--- config.mk ---
export PLATFORM = sky130hd
export DESIGN_NAME = uart_transceiver_flat
export DESIGN_NICKNAME = d
export VERILOG_FILES = /design/src/rtl/uart_transceiver_if.sv /design/src/rtl/uart_transceiver.sv /design/src/flat_wrapper.sv
export SDC_FILE = /design/constraint.sdc
export NUM_CORES = 1
export LEC_CHECK = 0
export CAP_MARGIN = 40
export CORE_MARGIN = 8
export CORE_UTILIZATION = 25
export DETAILED_ROUTE_END_ITERATION = 8
export GPL_TIMING_DRIVEN = 1
export PLACE_DENSITY = 0.47
export SETUP_SLACK_MARGIN = 0.5
export SLEW_MARGIN = 30
export SYNTH_ARGS = -nofsm -noshare
export SYNTH_HDL_FRONTEND = slang
export SYNTH_SLANG_ARGS = --single-unit
--- constraint.sdc ---
create_clock -name clk -period 5.57 [get_ports clk]
set_input_delay 1.671 -clock clk [delete_from_list [all_inputs] [get_ports clk]]
set_output_delay 1.671 -clock clk [all_outputs]
set_load 0.01 [all_outputs]
--- src/rtl/uart_transceiver_if.sv ---
// Byte-level handshake between the peripheral block (master) and the UART engine (slave).
interface uart_transceiver_if;
  logic [7:0] tx_data;
  logic       tx_start;
  logic       tx_status;
  logic       tx_end;
  logic [7:0] rx_data;
  logic       rx_end;
  logic       rx_ferr;

  modport master (
    output tx_data, tx_start,
    input  tx_status, tx_end, rx_data, rx_end, rx_ferr
  );

  modport slave (
    input  tx_data, tx_start,
    output tx_status, tx_end, rx_data, rx_end, rx_ferr
  );
endinterface

--- src/rtl/uart_transceiver.sv ---
// 8N1 UART engine: shared x16 oversample tick, independent rx and tx FSMs.
module uart_transceiver #(
  parameter int CLK_FREQ   = 100000000,
  parameter int BAUD       = 9600,
  parameter int OVERSAMPLE = 16
) (
  input  logic                clk,
  input  logic                reset,
  input  logic                uart_rx,
  output logic                uart_tx,
  uart_transceiver_if.slave   bus
);

  localparam int DIV   = CLK_FREQ / (BAUD * OVERSAMPLE);
  localparam int DIV_W = (DIV > 1) ? $clog2(DIV) : 1;

  typedef enum logic [1:0] {TX_IDLE, TX_START, TX_DATA, TX_STOP} tx_state_t;
  typedef enum logic [2:0] {RX_IDLE, RX_START, RX_DATA, RX_STOP, RX_WAIT_HIGH} rx_state_t;

  logic [DIV_W-1:0] r_div_cnt;
  logic             w_tick;

  tx_state_t r_tx_state, w_tx_state_nxt;
  logic [3:0] r_tx_cnt, w_tx_cnt_nxt;
  logic [2:0] r_tx_idx, w_tx_idx_nxt;
  logic [7:0] r_tx_shift, w_tx_shift_nxt;
  logic       r_tx_line, w_tx_line_nxt;
  logic       r_tx_go, w_tx_go_nxt;
  logic       r_tx_end, w_tx_end_nxt;

  rx_state_t r_rx_state, w_rx_state_nxt;
  logic       r_rx_meta, r_rxs;
  logic [3:0] r_rx_cnt, w_rx_cnt_nxt;
  logic [2:0] r_rx_idx, w_rx_idx_nxt;
  logic [7:0] r_rx_shift, w_rx_shift_nxt;
  logic [7:0] r_rx_data, w_rx_data_nxt;
  logic       r_rx_end, w_rx_end_nxt;
  logic       r_rx_ferr, w_rx_ferr_nxt;

  assign w_tick = (r_div_cnt == DIV_W'(DIV - 1));

  // Free-running oversample divider; wraps every DIV clocks and raises w_tick on the wrap.
  // NOTE: sequential state is always assigned with <= so every flop samples pre-edge values.
  always_ff @(posedge clk or negedge reset) begin
    if (!reset)      r_div_cnt <= '0;
    else if (w_tick) r_div_cnt <= '0;
    else             r_div_cnt <= r_div_cnt + 1'b1;
  end

  // TX next-state and datapath: a leading tick wait, then 10 bits of 16 ticks each.
  // NOTE: every output gets a default first so no path leaves a value unassigned (no latches).
  always_comb begin
    w_tx_state_nxt = r_tx_state;
    w_tx_cnt_nxt   = r_tx_cnt;
    w_tx_idx_nxt   = r_tx_idx;
    w_tx_shift_nxt = r_tx_shift;
    w_tx_line_nxt  = r_tx_line;
    w_tx_go_nxt    = r_tx_go;
    w_tx_end_nxt   = 1'b0;
    unique case (r_tx_state)
      TX_IDLE: begin
        w_tx_line_nxt = 1'b1;
        if (bus.tx_start) begin
          w_tx_shift_nxt = bus.tx_data;
          w_tx_go_nxt    = 1'b0;
          w_tx_cnt_nxt   = '0;
          w_tx_state_nxt = TX_START;
        end
      end
      TX_START: begin
        if (w_tick) begin
          if (!r_tx_go) begin
            // First tick after acceptance: the start bit begins here.
            w_tx_go_nxt   = 1'b1;
            w_tx_line_nxt = 1'b0;
            w_tx_cnt_nxt  = '0;
          end else if (r_tx_cnt == 4'd15) begin
            w_tx_line_nxt  = r_tx_shift[0];
            w_tx_shift_nxt = r_tx_shift >> 1;
            w_tx_cnt_nxt   = '0;
            w_tx_idx_nxt   = '0;
            w_tx_state_nxt = TX_DATA;
          end else begin
            w_tx_cnt_nxt = r_tx_cnt + 4'd1;
          end
        end
      end
      TX_DATA: begin
        if (w_tick) begin
          if (r_tx_cnt == 4'd15) begin
            w_tx_cnt_nxt = '0;
            if (r_tx_idx == 3'd7) begin
              w_tx_line_nxt  = 1'b1;
              w_tx_state_nxt = TX_STOP;
            end else begin
              w_tx_idx_nxt   = r_tx_idx + 3'd1;
              w_tx_line_nxt  = r_tx_shift[0];
              w_tx_shift_nxt = r_tx_shift >> 1;
            end
          end else begin
            w_tx_cnt_nxt = r_tx_cnt + 4'd1;
          end
        end
      end
      TX_STOP: begin
        if (w_tick) begin
          if (r_tx_cnt == 4'd15) begin
            w_tx_end_nxt   = 1'b1;
            w_tx_state_nxt = TX_IDLE;
          end else begin
            w_tx_cnt_nxt = r_tx_cnt + 4'd1;
          end
        end
      end
      default: w_tx_state_nxt = TX_IDLE;
    endcase
  end

  // TX state and registered line; reset forces the line high at once.
  always_ff @(posedge clk or negedge reset) begin
    if (!reset) begin
      r_tx_state <= TX_IDLE;
      r_tx_cnt   <= '0;
      r_tx_idx   <= '0;
      r_tx_shift <= '0;
      r_tx_line  <= 1'b1;
      r_tx_go    <= 1'b0;
      r_tx_end   <= 1'b0;
    end else begin
      r_tx_state <= w_tx_state_nxt;
      r_tx_cnt   <= w_tx_cnt_nxt;
      r_tx_idx   <= w_tx_idx_nxt;
      r_tx_shift <= w_tx_shift_nxt;
      r_tx_line  <= w_tx_line_nxt;
      r_tx_go    <= w_tx_go_nxt;
      r_tx_end   <= w_tx_end_nxt;
    end
  end

  // Two-stage synchronizer for the asynchronous rx line; resets to the idle level.
  always_ff @(posedge clk or negedge reset) begin
    if (!reset) begin
      r_rx_meta <= 1'b1;
      r_rxs     <= 1'b1;
    end else begin
      r_rx_meta <= uart_rx;
      r_rxs     <= r_rx_meta;
    end
  end

  // RX next-state: mid-bit start check, 16-tick bit-centre sampling, stop check.
  always_comb begin
    w_rx_state_nxt = r_rx_state;
    w_rx_cnt_nxt   = r_rx_cnt;
    w_rx_idx_nxt   = r_rx_idx;
    w_rx_shift_nxt = r_rx_shift;
    w_rx_data_nxt  = r_rx_data;
    w_rx_end_nxt   = 1'b0;
    w_rx_ferr_nxt  = 1'b0;
    unique case (r_rx_state)
      RX_IDLE: begin
        w_rx_cnt_nxt = '0;
        if (!r_rxs) w_rx_state_nxt = RX_START;
      end
      RX_START: begin
        if (w_tick) begin
          if (r_rx_cnt == 4'd7) begin
            w_rx_cnt_nxt   = '0;
            w_rx_idx_nxt   = '0;
            w_rx_state_nxt = r_rxs ? RX_IDLE : RX_DATA;
          end else begin
            w_rx_cnt_nxt = r_rx_cnt + 4'd1;
          end
        end
      end
      RX_DATA: begin
        if (w_tick) begin
          if (r_rx_cnt == 4'd15) begin
            w_rx_cnt_nxt   = '0;
            w_rx_shift_nxt = {r_rxs, r_rx_shift[7:1]};
            if (r_rx_idx == 3'd7) w_rx_state_nxt = RX_STOP;
            else                  w_rx_idx_nxt   = r_rx_idx + 3'd1;
          end else begin
            w_rx_cnt_nxt = r_rx_cnt + 4'd1;
          end
        end
      end
      RX_STOP: begin
        if (w_tick) begin
          if (r_rx_cnt == 4'd15) begin
            w_rx_cnt_nxt = '0;
            if (r_rxs) begin
              w_rx_data_nxt  = r_rx_shift;
              w_rx_end_nxt   = 1'b1;
              w_rx_state_nxt = RX_IDLE;
            end else begin
              w_rx_ferr_nxt  = 1'b1;
              w_rx_state_nxt = RX_WAIT_HIGH;
            end
          end else begin
            w_rx_cnt_nxt = r_rx_cnt + 4'd1;
          end
        end
      end
      RX_WAIT_HIGH: begin
        if (r_rxs) w_rx_state_nxt = RX_IDLE;
      end
      default: w_rx_state_nxt = RX_IDLE;
    endcase
  end

  // RX state, received byte and one-cycle status pulses.
  always_ff @(posedge clk or negedge reset) begin
    if (!reset) begin
      r_rx_state <= RX_IDLE;
      r_rx_cnt   <= '0;
      r_rx_idx   <= '0;
      r_rx_shift <= '0;
      r_rx_data  <= 8'h00;
      r_rx_end   <= 1'b0;
      r_rx_ferr  <= 1'b0;
    end else begin
      r_rx_state <= w_rx_state_nxt;
      r_rx_cnt   <= w_rx_cnt_nxt;
      r_rx_idx   <= w_rx_idx_nxt;
      r_rx_shift <= w_rx_shift_nxt;
      r_rx_data  <= w_rx_data_nxt;
      r_rx_end   <= w_rx_end_nxt;
      r_rx_ferr  <= w_rx_ferr_nxt;
    end
  end

  assign uart_tx       = r_tx_line;
  assign bus.tx_status = (r_tx_state == TX_IDLE);
  assign bus.tx_end    = r_tx_end;
  assign bus.rx_data   = r_rx_data;
  assign bus.rx_end    = r_rx_end;
  assign bus.rx_ferr   = r_rx_ferr;

endmodule
--- src/flat_wrapper.sv ---
// flat-port wrapper written by rule: the top's interface ports become plain ports
module uart_transceiver_flat 
#(
  parameter int CLK_FREQ   = 100000000,
  parameter int BAUD       = 9600,
  parameter int OVERSAMPLE = 16
)
  (clk, reset, uart_rx, uart_tx, bus_tx_data, bus_tx_start, bus_tx_status, bus_tx_end, bus_rx_data, bus_rx_end, bus_rx_ferr);
  uart_transceiver_if bus_i ();
  input  logic clk;
  input  logic reset;
  input  logic uart_rx;
  output logic uart_tx;
  input wire logic [$bits(bus_i.tx_data)-1:0] bus_tx_data;
  input wire logic [$bits(bus_i.tx_start)-1:0] bus_tx_start;
  output wire logic [$bits(bus_i.tx_status)-1:0] bus_tx_status;
  output wire logic [$bits(bus_i.tx_end)-1:0] bus_tx_end;
  output wire logic [$bits(bus_i.rx_data)-1:0] bus_rx_data;
  output wire logic [$bits(bus_i.rx_end)-1:0] bus_rx_end;
  output wire logic [$bits(bus_i.rx_ferr)-1:0] bus_rx_ferr;
  assign bus_i.tx_data = bus_tx_data;
  assign bus_i.tx_start = bus_tx_start;
  assign bus_tx_status = bus_i.tx_status;
  assign bus_tx_end = bus_i.tx_end;
  assign bus_rx_data = bus_i.rx_data;
  assign bus_rx_end = bus_i.rx_end;
  assign bus_rx_ferr = bus_i.rx_ferr;
  uart_transceiver #(.CLK_FREQ(CLK_FREQ), .BAUD(BAUD), .OVERSAMPLE(OVERSAMPLE)) u_core (.clk(clk), .reset(reset), .uart_rx(uart_rx), .uart_tx(uart_tx), .bus(bus_i));
endmodule
* Word level (Yosys, flattened, before mapping)
Cells that the tools add are included.
** Word-level totals
- Register bits after elaboration :: 60
- Output and inout port bits :: 13
- Logic and storage cells :: 155
** Operators by class
- Mux-type cells :: 78
- Reduce and logical (&&, ||, !) cells :: 19
- Equality and inequality tests :: 36
- $add $sub $neg :: 5
** Operators with widths (number)
- $mux 3 :: 21
- $mux 8 :: 7
- $mux 4 :: 11
- $ne 2x1->1 const B :: 17
- $pmux 8 s3 :: 1
- $mux 2 :: 10
- $mux 1 :: 19
- $reduce_and 9->1 :: 2
- $pmux 4 s4 :: 1
- $pmux 3 s5 :: 1
- $pmux 3 s2 :: 2
- $pmux 4 s3 :: 1
- $add 10x1->10 const B :: 1
- $eq 10x10->1 const B :: 1
- $mux 10 :: 1
- $ne 2x2->1 const B :: 5
- $reduce_and 5->1 :: 2
- $eq 3x3->1 const B :: 3
- $reduce_and 3->1 :: 3
- $add 4x1->4 const B :: 2
- $eq 4x4->1 const B :: 2
- $pmux 2 s4 :: 1
- $reduce_and 8->1 :: 1
- $reduce_and 7->1 :: 1
- other kinds (16) :: 22

* Depth between registers and ports, before layout
- Depth in word-level cells :: 5
- Gate-level depth with buffers :: 9
- Mapped depth without buffers :: 7

* Least setup slack after synthesis
No wires, ideal clock.
- Path type :: in2reg
- Start :: in bus_tx_start
- End :: reg u_core.r_tx_state[1]
- Buffers on the path :: 0
- Arrival time :: 2.549 ns
- Path slack :: 2.896 ns
- Data required time :: 5.445 ns
- Stages :: 4
- Setup time :: 0.125 ns
- Cell sequence :: nor2b_1 -> a221oi_4 -> and4bb_2 -> mux2_2
** Between the ends
- Longest elaborated chain between the ends :: 2
** RTL lines
- start, declared :: RTL line flat_wrapper.sv:15 : input wire logic [$bits(bus_i.tx_start)-1:0] bus_tx_start;
- $ne 2x2->1 (no line)
- $reduce_and 9->1 (no line)
- end signal, assigned :: RTL line uart_transceiver.sv:130 : r_tx_state <= w_tx_state_nxt;
- end, declared :: RTL line uart_transceiver.sv:23 : tx_state_t r_tx_state, w_tx_state_nxt;
No other way between the ends.
A chain may end at the register's enable or synchronous reset.

* Worst setup path in the final report
- Start :: reg u_core.r_tx_state[0]
- End :: out bus_tx_status
** Between the ends
- Longest elaborated chain between the ends :: 1
** RTL lines
- $logic_not 2->1 :: RTL line uart_transceiver.sv:234 : assign bus.tx_status = (r_tx_state == TX_IDLE);
- end, declared :: RTL line flat_wrapper.sv:16 : output wire logic [$bits(bus_i.tx_status)-1:0] bus_tx_status;
No other way between the ends.

==> results.md <==
- Post-CTS setup-driven buffer insertion count: 0
- Post-synthesis cell count: 266
- Startpoint type of the worst setup path: flop
- Via-per-instance ratio: 4.602
- CTS resizes: 0
- Final Setup Violations: 0
- Library cell contributing the largest single delay on the critical path: sky130_fd_sc_hd__clkdlybuf4s50_1
- Maximum number of pins on one net before global-route repair: 61
- Peak clock frequency supported by timing: 298.1 MHz
- Register-to-register setup slack: 3.14 ns
- Placed Instance Area: 3451 sq um
- I/O pin count: 25
- Area of the placeable core: 12,010 sq um
- Root Driver: sky130_fd_sc_hd__clkbuf_16
- Result of the run: complete, no violations
- CTS tree: yes
- Share of cells above drive strength 1: 0.2248
- VDD IR max: 0.1257 mV
- Final count of pins violating max slew: 0
- Growth of design area from synthesis to finish: 23.06%
- Number of H-tree branching levels: 3
- Asr flop ratio synth: 1.000
- HPWL after DPL: 4050 microns
- Shortest period the worst path allows: 3.354 ns
- Number of flops mapped to enable cells by yosys: 0
- Worst rel slew slack: 0.4800
- Clock latency on the worst-skew pair: 0.33 ns
- Register area share after synthesis: 0.4902
- Die footprint: 16,080 sq um
- Distinct cells, synth: 51
- Max-cap viol count: 0
- Effective utilization at floorplan: 0.2556
- Total buffers and inverters traversed by the critical path: 2
- Power density cells: 272.6 nW/um^2
- Hold-fix buffers, CTS: 0
- Total number of yosys warnings: 0
- Wirelength, routed: 5901 microns
- Length of the first detailed-routing pass in iterations: 4
- Final instance area: 3779 sq um
- Post-Synthesis Cell Area: 3070 sq um
- Worst min path class: reg2reg
- Clock sink count: 60
- Final hold viol count: 0
- Proportion of netlist area held by the largest area contributor: 0.4645
- Largest fanout of any net on the critical path: 4
- Critical path required time: 3.90 ns
- Worst Tran Pin Value: 0.7692 ns
- GPL Wtd Cong: 0.7236
- Synthesized flop and latch total: 60
- Post-synthesis net count: 291
- Global-route congestion overflow total: 0
- Wire length of the first global-routing pass: 10,380 microns
- Cell types occupying the most area after synthesis: sky130_fd_sc_hd__dfrtp_1 46%, sky130_fd_sc_hd__mux2_2 9.2%, sky130_fd_sc_hd__ha_1 5.3%, sky130_fd_sc_hd__mux2_4 3.9%, sky130_fd_sc_hd__dfstp_2 2.6%
- Chip Width: 126.8 microns
- Worst endpoint data arrival time: 1.68 ns
- Clock slew at reported path FFs: 0.06 ns
- Worst path top cell family by delay: buffers and inverters
- Static leakage power: 1.721 nW
- Total DRC errors in the routed layout: 0
- Final TNS setup: 0 ns
- Post-Synthesis Mean Instance Area: 11.54 sq um
- Vias after detailed routing: 2,048
- Vertical die dimension: 126.8 microns
- Path length in cells of the critical path: 3
- Unrepaired setup endpoints after global routing: false
- Maximum buffer depth of the clock tree: 2
- Number of DRC markers after the initial detailed-route iteration: 104
- Number of CTS-inserted buffers: 9
- Count of nets after finishing: 318
- Vias in the first global route: 2,102
- Total GRT Usage: 0.08010
- Yosys top cell by area: sky130_fd_sc_hd__dfrtp_1
- Hold Path Stages: 0
- R2R cell count: 7
- Classification of the worst setup path: reg2out
- Antenna Cells: 0
- Flip-flop cell with the highest count after synthesis: sky130_fd_sc_hd__dfrtp_1
- Antenna violations before repair: 0
- Delay contributed by the slowest stage of the critical path: 0.57 ns
- Post-detailed-route count of antenna-violating nets: 0
- Nature of the critical path endpoint: output pin
- Worst Skew: 0.005559 ns
- I/O Buffers: 24
- Row count: 40
- Average wire length per cell after detail routing: 13.26 microns
- Ordered cell list for the critical path: inv_1, ha_1, clkdlybuf4s50_1
- Share of the clock period used by the worst path: 0.6022
-- final timing paths --
| kind | from | to |
|---|---|---|
| max in group asynchronous | reset | u_core.uart_tx |
| worst min register to register | u_core.r_rx_meta | u_core.r_rxs |
| worst max register to register | u_core.r_div_cnt[0] | u_core.r_tx_state[1] |
| worst min-delay path | u_core.r_rx_meta | u_core.r_rxs |
| min in group asynchronous | reset | u_core.bus.rx_data[4] |
| worst max-delay path | u_core.r_tx_state[0] | bus_tx_status |
-- cell usage after synthesis, types with 6 or more instances --
| cell | n |
|---|---|
| sky130_fd_sc_hd__dfrtp_1 | 57 |
| sky130_fd_sc_hd__mux2_2 | 25 |
| sky130_fd_sc_hd__nor2_1 | 20 |
| sky130_fd_sc_hd__nand2_1 | 17 |
| sky130_fd_sc_hd__nand3_1 | 14 |
| sky130_fd_sc_hd__ha_1 | 13 |
| sky130_fd_sc_hd__a21oi_1 | 11 |
| sky130_fd_sc_hd__inv_1 | 11 |
| sky130_fd_sc_hd__o21ai_0 | 10 |
| sky130_fd_sc_hd__mux2_4 | 8 |
| sky130_fd_sc_hd__clkbuf_1 | 7 |
| sky130_fd_sc_hd__nor3_1 | 7 |
| sky130_fd_sc_hd__xnor2_1 | 6 |
-- where the power goes --
part / switching [mW] / total [mW] / internal, mW
clock: 0.220 / 0.573 / 0.354
sequential: 0.000964 / 0.438 / 0.437
combinational: 0.00989 / 0.0184 / 0.00847
total: 0.230 / 1.03 / 0.800
-- layout make-up --
cell class	count	area, sq um
clock inverters	7	82.58
well taps	147	183.9
inverters	11	41.29
clock buffers	9	225.2
flip-flops and latches	60	1505
fillers	1238	8233
repair buffers	26	262.8
multi-input cells	185	1478
-- logic make-up (layout without fill, tap and decap cells) --
| group | after synthesis | in the layout | share of synthesized area |
|---|---|---|---|
| compound gates | 41 | 41 | 0.09781 |
| xor+xnor | 9 | 9 | 0.02567 |
| fa+ha+maj | 13 | 13 | 0.05298 |
| buf+inv | 21 | 53 | 0.02852 |
| flops | 60 | 60 | 0.4902 |
| mux | 38 | 38 | 0.1471 |
| simple gates | 84 | 84 | 0.1577 |
-- sequential cells by signal, summed over array words and instances (netlist names), 3 cells and up --
signal / cells
u_core.bus.rx_data: 8
u_core.r_div_cnt: 10
u_core.r_rx_cnt: 4
u_core.r_rx_idx: 3
u_core.r_rx_shift: 8
u_core.r_rx_state: 3
u_core.r_tx_cnt: 4
u_core.r_tx_idx: 3
u_core.r_tx_shift: 8
-- per-stage QoR --
step / total power, mW / setup WS [ns] / cells / hold WS, ns / util
after floorplan: 0.4461 / 2.896 / 266 / 0.3452 / -
after global placement: 0.4637 / 2.319 / 428 / 0.3492 / 0.2873
after detailed placement: 0.4638 / 2.300 / 428 / 0.3468 / 0.2873
after CTS: 1.046 / 2.196 / 444 / 0.3510 / 0.3129
after global routing: 1.072 / 2.107 / 445 / 0.3549 / 0.3146
final: 1.030 / 2.216 / 445 / 0.3517 / 0.3146
-- metal layers --
layer  global-route usage  wire length (microns)  up-vias
li1                     -                      -     1004
met1              0.09737                   2799     1002
met2               0.1248                   2712       34
met3              0.02849                    295        8
met4              0.03569                     94        0
met5                    0                      0        -
-- cells in the final DEF (no fill, tap or decap), types with 3 or more instances in the layout --
cell,synthesis,layout
sky130_fd_sc_hd__o21ai_0,10,10
sky130_fd_sc_hd__inv_6,0,4
sky130_fd_sc_hd__mux2_2,25,25
sky130_fd_sc_hd__dfrtp_1,57,57
sky130_fd_sc_hd__a21oi_1,11,11
sky130_fd_sc_hd__nor2b_1,3,3
sky130_fd_sc_hd__nand4_1,3,3
sky130_fd_sc_hd__xnor2_1,6,6
sky130_fd_sc_hd__xor2_1,3,3
sky130_fd_sc_hd__mux2i_1,5,5
sky130_fd_sc_hd__and3_1,5,5
sky130_fd_sc_hd__ha_1,13,13
sky130_fd_sc_hd__nor2_1,20,20
sky130_fd_sc_hd__nand3_1,14,14
sky130_fd_sc_hd__dfstp_2,3,3
sky130_fd_sc_hd__mux2_4,8,8
sky130_fd_sc_hd__clkdlybuf4s50_1,0,23
sky130_fd_sc_hd__clkbuf_16,0,9
sky130_fd_sc_hd__a22o_1,3,3
sky130_fd_sc_hd__nor3_1,7,7
sky130_fd_sc_hd__nand2_1,17,17
sky130_fd_sc_hd__inv_1,11,11
No activity file was read; power rests on OpenSTA's default activity.
